[config.mk]
export PLATFORM = sky130hd
export DESIGN_NAME = proc_boot_sequencer_flat
export DESIGN_NICKNAME = d
export VERILOG_FILES = /design/src/rtl/proc_boot_sequencer_if.sv /design/src/rtl/proc_boot_sequencer.sv /design/src/flat_wrapper.sv
export SDC_FILE = /design/constraint.sdc
export NUM_CORES = 1
export LEC_CHECK = 0
export CAP_MARGIN = 20
export CORE_MARGIN = 2
export CORE_UTILIZATION = 47
export CTS_CLUSTER_SIZE = 28
export DETAILED_ROUTE_END_ITERATION = 16
export PLACE_DENSITY = 0.8
export REMOVE_ABC_BUFFERS = 1
export SLEW_MARGIN = 20
export SYNTH_ARGS = -nofsm -noshare
export SYNTH_HDL_FRONTEND = slang
export SYNTH_SLANG_ARGS = --single-unit
[constraint.sdc]
create_clock -name CLK -period 2.3 [get_ports CLK]
set_input_delay 0.46 -clock CLK [delete_from_list [all_inputs] [get_ports CLK]]
set_output_delay 0.46 -clock CLK [all_outputs]
set_load 0.01 [all_outputs]
[src/rtl/proc_boot_sequencer_if.sv]
// Boot-sequencer bundle: boot address and halt request in, register-file clear,
// PC load and run/status out. The master side is the sequencer.
interface proc_boot_sequencer_if #(
    parameter int unsigned AW = 5
);
    logic [31:0]   startPC;
    logic          halt_req;
    logic          rf_we;
    logic [AW-1:0] rf_waddr;
    logic [31:0]   rf_wdata;
    logic          pc_load;
    logic [31:0]   pc_value;
    logic          run;
    logic          halted;
    logic          boot_done;
    logic          fault;
    logic [31:0]   cycle_count;

    modport master (
        input  startPC, halt_req,
        output rf_we, rf_waddr, rf_wdata, pc_load, pc_value,
        output run, halted, boot_done, fault, cycle_count
    );

    modport slave (
        output startPC, halt_req,
        input  rf_we, rf_waddr, rf_wdata, pc_load, pc_value,
        input  run, halted, boot_done, fault, cycle_count
    );
endinterface

[src/rtl/proc_boot_sequencer.sv]
// Processor boot sequencer: latches the boot PC during reset, clears the register
// file, loads the PC, waits out a warm-up window, then runs until halt or reset.
module proc_boot_sequencer #(
    parameter int unsigned NREGS    = 32,
    parameter int unsigned AW       = 5,
    parameter int unsigned WARMUP   = 2,
    // Reset value of the RUN-cycle counter; non-zero only to reach wrap quickly.
    parameter logic [31:0] CNT_INIT = 32'h0000_0000
) (
    input logic                  CLK,
    input logic                  RESET,
    proc_boot_sequencer_if.master bus
);

    localparam int unsigned WW = (WARMUP > 0) ? $clog2(WARMUP + 1) : 1;
    localparam logic [WW-1:0] WarmLast = WW'((WARMUP > 0) ? WARMUP - 1 : 0);
    localparam logic [AW-1:0] RegLast  = AW'(NREGS - 1);

    typedef enum logic [2:0] {
        StIdle, StClear, StLoad, StWarm, StRun, StHalt, StFault
    } state_e;

    state_e        state_q, state_d;
    logic [31:0]   start_q;
    logic [WW-1:0] warm_q, warm_d;
    logic          rf_we_q, rf_we_d;
    logic [AW-1:0] waddr_q, waddr_d;
    logic          pc_load_q, pc_load_d;
    logic [31:0]   pc_value_q, pc_value_d;
    logic          run_q, run_d;
    logic          halted_q, halted_d;
    logic          boot_done_q, boot_done_d;
    logic          fault_q, fault_d;
    logic [31:0]   cnt_q, cnt_d;

    always_comb begin
        state_d     = state_q;
        warm_d      = warm_q;
        rf_we_d     = 1'b0;
        waddr_d     = waddr_q;
        pc_load_d   = 1'b0;
        pc_value_d  = pc_value_q;
        run_d       = 1'b0;
        halted_d    = 1'b0;
        boot_done_d = boot_done_q;
        fault_d     = fault_q;
        cnt_d       = cnt_q;

        unique case (state_q)
            StIdle: begin
                if (start_q[1:0] != 2'b00) begin
                    state_d = StFault;
                    fault_d = 1'b1;
                end else begin
                    state_d = StClear;
                    rf_we_d = 1'b1;
                    waddr_d = '0;
                end
            end
            StClear: begin
                if (waddr_q == RegLast) begin
                    state_d    = StLoad;
                    pc_load_d  = 1'b1;
                    pc_value_d = start_q;
                    waddr_d    = '0;
                end else begin
                    rf_we_d = 1'b1;
                    waddr_d = waddr_q + 1'b1;
                end
            end
            StLoad: begin
                if (WARMUP > 0) begin
                    state_d = StWarm;
                    warm_d  = '0;
                end else begin
                    state_d     = StRun;
                    run_d       = 1'b1;
                    boot_done_d = 1'b1;
                end
            end
            StWarm: begin
                if (warm_q == WarmLast) begin
                    state_d     = StRun;
                    run_d       = 1'b1;
                    boot_done_d = 1'b1;
                end else begin
                    warm_d = warm_q + 1'b1;
                end
            end
            StRun: begin
                // The cycle in which halt is sampled still counts as a RUN cycle.
                cnt_d = cnt_q + 32'd1;
                if (bus.halt_req) begin
                    state_d  = StHalt;
                    halted_d = 1'b1;
                end else begin
                    run_d = 1'b1;
                end
            end
            StHalt: begin
                halted_d = 1'b1;
            end
            StFault: begin
                fault_d = 1'b1;
            end
            default: begin
                state_d = StIdle;
            end
        endcase
    end

    always_ff @(posedge CLK) begin
        if (RESET) begin
            state_q     <= StIdle;
            start_q     <= bus.startPC;
            warm_q      <= '0;
            rf_we_q     <= 1'b0;
            waddr_q     <= '0;
            pc_load_q   <= 1'b0;
            pc_value_q  <= '0;
            run_q       <= 1'b0;
            halted_q    <= 1'b0;
            boot_done_q <= 1'b0;
            fault_q     <= 1'b0;
            cnt_q       <= CNT_INIT;
        end else begin
            state_q     <= state_d;
            warm_q      <= warm_d;
            rf_we_q     <= rf_we_d;
            waddr_q     <= waddr_d;
            pc_load_q   <= pc_load_d;
            pc_value_q  <= pc_value_d;
            run_q       <= run_d;
            halted_q    <= halted_d;
            boot_done_q <= boot_done_d;
            fault_q     <= fault_d;
            cnt_q       <= cnt_d;
        end
    end

    assign bus.rf_we       = rf_we_q;
    assign bus.rf_waddr    = waddr_q;
    assign bus.rf_wdata    = '0;
    assign bus.pc_load     = pc_load_q;
    assign bus.pc_value    = pc_value_q;
    assign bus.run         = run_q;
    assign bus.halted      = halted_q;
    assign bus.boot_done   = boot_done_q;
    assign bus.fault       = fault_q;
    assign bus.cycle_count = cnt_q;

endmodule

[src/flat_wrapper.sv]
// flat-port wrapper written by rule: the top's interface ports become plain ports
module proc_boot_sequencer_flat 
#(
    parameter int unsigned NREGS    = 32,
    parameter int unsigned AW       = 5,
    parameter int unsigned WARMUP   = 2,
                                                                                 
    parameter logic [31:0] CNT_INIT = 32'h0000_0000
)
  (CLK, RESET, bus_startPC, bus_halt_req, bus_rf_we, bus_rf_waddr, bus_rf_wdata, bus_pc_load, bus_pc_value, bus_run, bus_halted, bus_boot_done, bus_fault, bus_cycle_count);
  proc_boot_sequencer_if #(.AW(AW)) bus_i ();
  input logic CLK;
  input logic RESET;
  input wire logic [$bits(bus_i.startPC)-1:0] bus_startPC;
  input wire logic [$bits(bus_i.halt_req)-1:0] bus_halt_req;
  output wire logic [$bits(bus_i.rf_we)-1:0] bus_rf_we;
  output wire logic [$bits(bus_i.rf_waddr)-1:0] bus_rf_waddr;
  output wire logic [$bits(bus_i.rf_wdata)-1:0] bus_rf_wdata;
  output wire logic [$bits(bus_i.pc_load)-1:0] bus_pc_load;
  output wire logic [$bits(bus_i.pc_value)-1:0] bus_pc_value;
  output wire logic [$bits(bus_i.run)-1:0] bus_run;
  output wire logic [$bits(bus_i.halted)-1:0] bus_halted;
  output wire logic [$bits(bus_i.boot_done)-1:0] bus_boot_done;
  output wire logic [$bits(bus_i.fault)-1:0] bus_fault;
  output wire logic [$bits(bus_i.cycle_count)-1:0] bus_cycle_count;
  assign bus_i.startPC = bus_startPC;
  assign bus_i.halt_req = bus_halt_req;
  assign bus_rf_we = bus_i.rf_we;
  assign bus_rf_waddr = bus_i.rf_waddr;
  assign bus_rf_wdata = bus_i.rf_wdata;
  assign bus_pc_load = bus_i.pc_load;
  assign bus_pc_value = bus_i.pc_value;
  assign bus_run = bus_i.run;
  assign bus_halted = bus_i.halted;
  assign bus_boot_done = bus_i.boot_done;
  assign bus_fault = bus_i.fault;
  assign bus_cycle_count = bus_i.cycle_count;
  proc_boot_sequencer #(.NREGS(NREGS), .AW(AW), .WARMUP(WARMUP), .CNT_INIT(CNT_INIT)) u_core (.CLK(CLK), .RESET(RESET), .bus(bus_i));
endmodule
==> results.cfg, run 1 <==
[outcome]
status = finished clean

[cells_and_area]
antennaDiodeCount = 0
fin_nets = 618
drive_gt1_share_pct = 6.34
syn_to_final_growth_pct = 28.3

[sta]
finalSetupTns_ns = 0
maxSlewHeadroom_pct = 62.3
rsz0062_at_grt = no
worst_pin_slew_ns = 0.560
drv_slew = 0
finClkSkew_ns = 0.0153
hold_viol = 0
setup_violations = 0
final.period_utilization_pct = 96.4
fmax_ghz = 0.451
whs_ns = 0.459
period_minus_slack_ns = 2.22

[global_route]
grt_usage_pct = 18.4
grt_antenna_before_repair = 0
grt_max_degree = 42
grt_pass1_vias = 3376
grt.overflow.total = 0
grt_pass1_wl_um = 15700

[logic_synthesis]
synth_commonest_cells = dfxtp_1 (80), nand2_1 (75), a21oi_1 (59), buf_4 (32), edfxtp_1 (32)
synth_edf_count = 32
synth_top_cells_by_area = dfxtp_1 (35%), edfxtp_1 (21%), a21oi_1 (6.4%)
yosysSeqAreaShare_pct = 55.7
ys_types = 46
synth_top_cell_area_share_pct = 34.8
ys.flop_type = dfxtp_1
synth_seq_cells = 112
async_flop_share_pct = 0
synth.avg_cell_area_sq_um = 9.67
syn_inst = 476
netlist_area_sq_um = 4600
synth_warnings = 0
synth.largest_area_cell = dfxtp_1
yosysMostFrequentCell = dfxtp_1

[power]
p_leak_nw = 1.96
ir_worst_vdd_mv = 0.582
p_per_area_nw_per_um2 = 681

[floorplan]
io_pins = 142
core_area_sq_um = 9640
die_y_um = 103
die_w_um = 103
die_area_sq_um = 10600
fp-row-count = 36
start_util_pct = 47.7

[drt]
vias = 3694
first_pass_iters = 4
routed_via_density = 5.15
detail-route-antenna-nets = 0
wl_per_cell_um = 14.0
drc = 0
drt_iter0_markers = 100
routed_wl_um = 10000

[clock_network]
cts_tree = yes
cts_buffers = 9
clock_latency_ns = 0.35
clk_pin_slew_worst_paths_ns = 0.11
cts_resized = 0
clockRootBuffer = clkbuf_8
cts.sinks = 112
cts.path.max_buffers = 2
cts_setup_buffers = 0
hold_buffers = 0
cts_htree_levels = 3

[placed_design]
portBuffers = 109
dp_hpwl_um = 6940
place.gp.congestion = 0.826

[setup_path]
path_max_fanout = 6
start_kind = register
worstSetupEndpointType = register
cp.arrival_ns = 2.51
required_ns = 2.59
r2r_setup_slack_ns = 0.08
crit_type = reg2reg

[hold_path]
holdCritPathClass = reg2reg

[flow_run]
cap_violations = 0
==> layout make-up <==
type,count,area [sq um]
Clock inverter,6,43.8
Sequential cell,112,2560
Clock buffer,10,128
Tap cell,133,166
Timing Repair Buffer,121,1200
Inverter,11,41.3
Fill cell,832,3740
Multi-Input combinational cell,324,1760
==> kinds of logic (layout without fill, tap and decap cells) <==
logic type	count (synthesis)	after routing	synth area share, %
compound gates	98	98	12.0
xor+xnor	10	10	1.90
fa+ha+maj	4	4	1.09
buf+inv	71	148	8.78
flops	112	112	55.7
mux	3	3	0.680
other cells	1	32	0.0815
simple gates	177	177	19.7
==> through the flow <==
step / setup WS, ns / instance area (sq um) / total power, mW / instances / utilization [%]
final: 0.0820 / 5900 / 4.02 / 717 / 61.2
after global routing: 0.0232 / 5900 / 4.22 / 717 / 61.2
after CTS: 0.0688 / 5900 / 4.06 / 717 / 61.2
after detailed placement: 0.0996 / 5720 / 2.99 / 701 / 59.4
after global placement: 0.171 / 5720 / 2.95 / 701 / 59.4
after floorplan: 0.176 / 4350 / 2.65 / 447 / -
==> path summary, 6_finish.rpt <==
path,start,to,cells after the start
setup / recovery,u_core.bus.rf_waddr[0]$_SDFFE_PP0P_,u_core.bus.rf_waddr[3]$_SDFFE_PP0P_,6
hold reg to reg,u_core.bus.pc_value[17]$_SDFFE_PP0P_,u_core.bus.pc_value[17]$_SDFFE_PP0P_,2
hold / removal,u_core.bus.pc_value[17]$_SDFFE_PP0P_,u_core.bus.pc_value[17]$_SDFFE_PP0P_,2
setup reg to reg,u_core.bus.rf_waddr[0]$_SDFFE_PP0P_,u_core.bus.rf_waddr[3]$_SDFFE_PP0P_,6
==> cells in the final DEF (no fill, tap or decap), types with 7 or more instances in the layout <==
| cell | count |
|---|---|
| xnor2_1 | 9 |
| conb_1 | 32 |
| a21oi_1 | 59 |
| nand3_1 | 10 |
| or4_1 | 10 |
| dfxtp_1 | 79 |
| nand4_1 | 11 |
| clkbuf_8 | 9 |
| buf_4 | 11 |
| o21ai_0 | 17 |
| nor2_1 | 25 |
| inv_1 | 11 |
| nand2_1 | 75 |
| clkdlybuf4s50_1 | 108 |
| edfxtp_1 | 32 |
| o31ai_1 | 11 |
| or3_1 | 10 |
| nor4_1 | 7 |
==> state kept, by name, indices dropped and copies added (netlist names) <==
name and count:
u_core.bus.boot_done 1, u_core.bus.cycle_count 32, u_core.bus.fault 1, u_core.bus.halted 1, u_core.bus.pc_load 1, u_core.bus.pc_value 32
u_core.bus.rf_waddr 5, u_core.bus.rf_we 1, u_core.bus.run 1, u_core.start_q 32, u_core.state_q 3, u_core.warm_q 2
==> report_power, final <==
part / total, mW / switching [mW] / internal [mW] / leakage, nW
clock network: 1.05 / 0.652 / 0.402 / 0.0870
logic: 0.744 / 0.397 / 0.347 / 0.912
registers: 2.22 / 0.0759 / 2.15 / 0.959
==> routing by layer <==
metal / up-vias / share of wire (%) / track usage, %
li1: 1821 / - / -
met2: 126 / 51 / 33.6
met5: - / 0 / 0
met4: 0 / 0.87 / 6.58
met3: 7 / 5.6 / 3.05
met1: 1740 / 43 / 21.6
==> critical path: stages (launching register included) <==
cell and delay (ns):
dfxtp_2 0.36, ha_1 0.23, and3_1 0.19, ha_1 0.24, or4b_2 0.67, or3_1 0.33, a21oi_1 0.13
No activity file was read; power rests on OpenSTA's default activity.
==> run 2: changes to the inputs <==
- CORE_UTILIZATION: 47 -> 48
- CTS_BUF_LIST: not set -> sky130_fd_sc_hd__clkbuf_4 sky130_fd_sc_hd__clkbuf_8
- PLACE_DENSITY: 0.8 -> 0.82
==> run 2 against run 1 <==
  * Die area is 2.0% lower
  * Clock power is 15% higher
  * Final area hardly changed
  * Critical endpoint unchanged
  * Largest power group unchanged
  * Largest cell class unchanged
==> results.cfg, run 2 (synthesized netlist as in run 1, its figures left out) <==
[clock_network]
cts.sinks = 112
clock_latency_ns = 0.36
clk_pin_slew_worst_paths_ns = 0.10
clockRootBuffer = clkbuf_8
cts_buffers = 9
cts_tree = yes
cts_htree_levels = 3
cts.path.max_buffers = 2
cts_setup_buffers = 0

[drt]
first_pass_iters = 4
met2WireLength_um = 5080
drt_iter0_markers = 121
drc = 0
wl_met1_um = 4160
wl_met3_um = 656
routed_via_density = 5.18
routed_wl_um = 10000
detail-route-antenna-nets = 0
routed.top_layer = met4
vias = 3685
wl_per_cell_um = 14.1

[setup_path]
cp_common_cell = ha_1
critical_path_buf_inv_count = 0
start_kind = register
worstSetupEndpointType = register
worst_path_max_delay_cell = or4b_4
reg2reg_depth = 6
critical_path_depth = 6
cp_cell_sequence = ha_1, and3_1, ha_1, or4b_4, or3_1, a21oi_1
path_max_fanout = 6
cp.arrival_ns = 2.40
cp_top_family = simple AND/OR/NAND/NOR gates
r2r_setup_slack_ns = 0.19
cp_slowest_stage_delay_ns = 0.53
required_ns = 2.58
crit_type = reg2reg

[sta]
maxSlewHeadroom_pct = 58.5
worst_pin_slew_ns = 0.621
final.period_utilization_pct = 91.8
fmax_ghz = 0.473
drv_slew = 0
period_minus_slack_ns = 2.11
rsz0062_at_grt = no
finClkSkew_ns = 0.0127
finalSetupTns_ns = 0
setup_violations = 0
hold_viol = 0

[floorplan]
die_y_um = 102
die_w_um = 102
start_util_pct = 49.6
io_pins = 142
core_area_sq_um = 9280
fp-row-count = 35
die_area_sq_um = 10400

[cells_and_area]
syn_to_final_growth_pct = 28.4
drive_gt1_share_pct = 5.84
final_cell_mix = clkdlybuf4s50_1 (108), dfxtp_1 (80), nand2_1 (75)
fin_nets = 616
stdcell_count = 711
layout_commonest_cell = clkdlybuf4s50_1
antennaDiodeCount = 0

[global_route]
grt_pass1_vias = 3405
grt_max_degree = 57
grt_pass1_wl_um = 16000
grt_usage_pct = 19.2
grt.overflow.total = 0
grt_antenna_before_repair = 0

[power]
total_power_mw = 4.16
p_per_area_nw_per_um2 = 705
p_leak_nw = 1.97
ir_worst_vdd_mv = 0.508

[placed_design]
dp_hpwl_um = 6900
portBuffers = 109
place.gp.congestion = 0.852
dp.cells = 695

[flow_run]
cap_violations = 0

[hold_path]
holdPathStages = 2
holdCritPathClass = reg2reg

[outcome]
status = finished clean
## run 2: repair_timing
action | CTS | global route
resized for setup | 0 | 2
hold buffers | 0 | 0
setup endpoints to repair | 0 | 2
## run 2: cell type report
class                           count  area, sq um
Tap cell                          129          161
Inverter                           11         41.3
Multi-Input combinational cell    324         1760
Timing Repair Buffer              119         1180
Clock inverter                      5         65.1
Clock buffer                       11          145
Sequential cell                   112         2560
Fill cell                         761         3380
## run 2: tightest hold or removal path: stages, from the launching register on
cell     delay, ns
dfxtp_1       0.32
nand2_1       0.05
a21oi_1       0.05
## run 2: routing by layer
layer / up-vias / global-route usage [%]
met3: 9 / 4.79
li1: 1810 / -
met5: - / 0
met4: 0 / 6.67
met1: 1749 / 22.6
met2: 117 / 34.0
## run 2: path summary, 6_finish.rpt
kind | start | to
worst max-delay path | u_core.bus.rf_waddr[0]$_SDFFE_PP0P_ | u_core.bus.rf_waddr[3]$_SDFFE_PP0P_
worst min-delay path | u_core.bus.pc_value[29]$_SDFFE_PP0P_ | u_core.bus.pc_value[29]$_SDFFE_PP0P_
worst max register to register | u_core.bus.rf_waddr[0]$_SDFFE_PP0P_ | u_core.bus.rf_waddr[3]$_SDFFE_PP0P_
worst min register to register | u_core.bus.pc_value[29]$_SDFFE_PP0P_ | u_core.bus.pc_value[29]$_SDFFE_PP0P_
## run 2: per-stage QoR
| stage | utilization [%] | hold WS [ns] | area, sq um | worst slack [ns] |
|---|---|---|---|---|
| 4_1_cts | 63.6 | 0.462 | 5900 | 0.0380 |
| 5_1_grt | 63.6 | 0.480 | 5910 | 0.0375 |
| 6_report | 63.6 | 0.459 | 5910 | 0.188 |
| 3_5_place_dp | 61.3 | 0.447 | 5690 | 0.0989 |
| 2_1_floorplan | - | 0.463 | 4350 | 0.176 |
| 3_3_place_gp | 61.3 | 0.438 | 5690 | 0.172 |
## run 2: report_power, final
part	internal [mW]	switching [mW]	total (mW)
clock network	0.559	0.647	1.21
registers	2.14	0.0707	2.21
logic	0.343	0.398	0.742
total	3.05	1.12	4.16
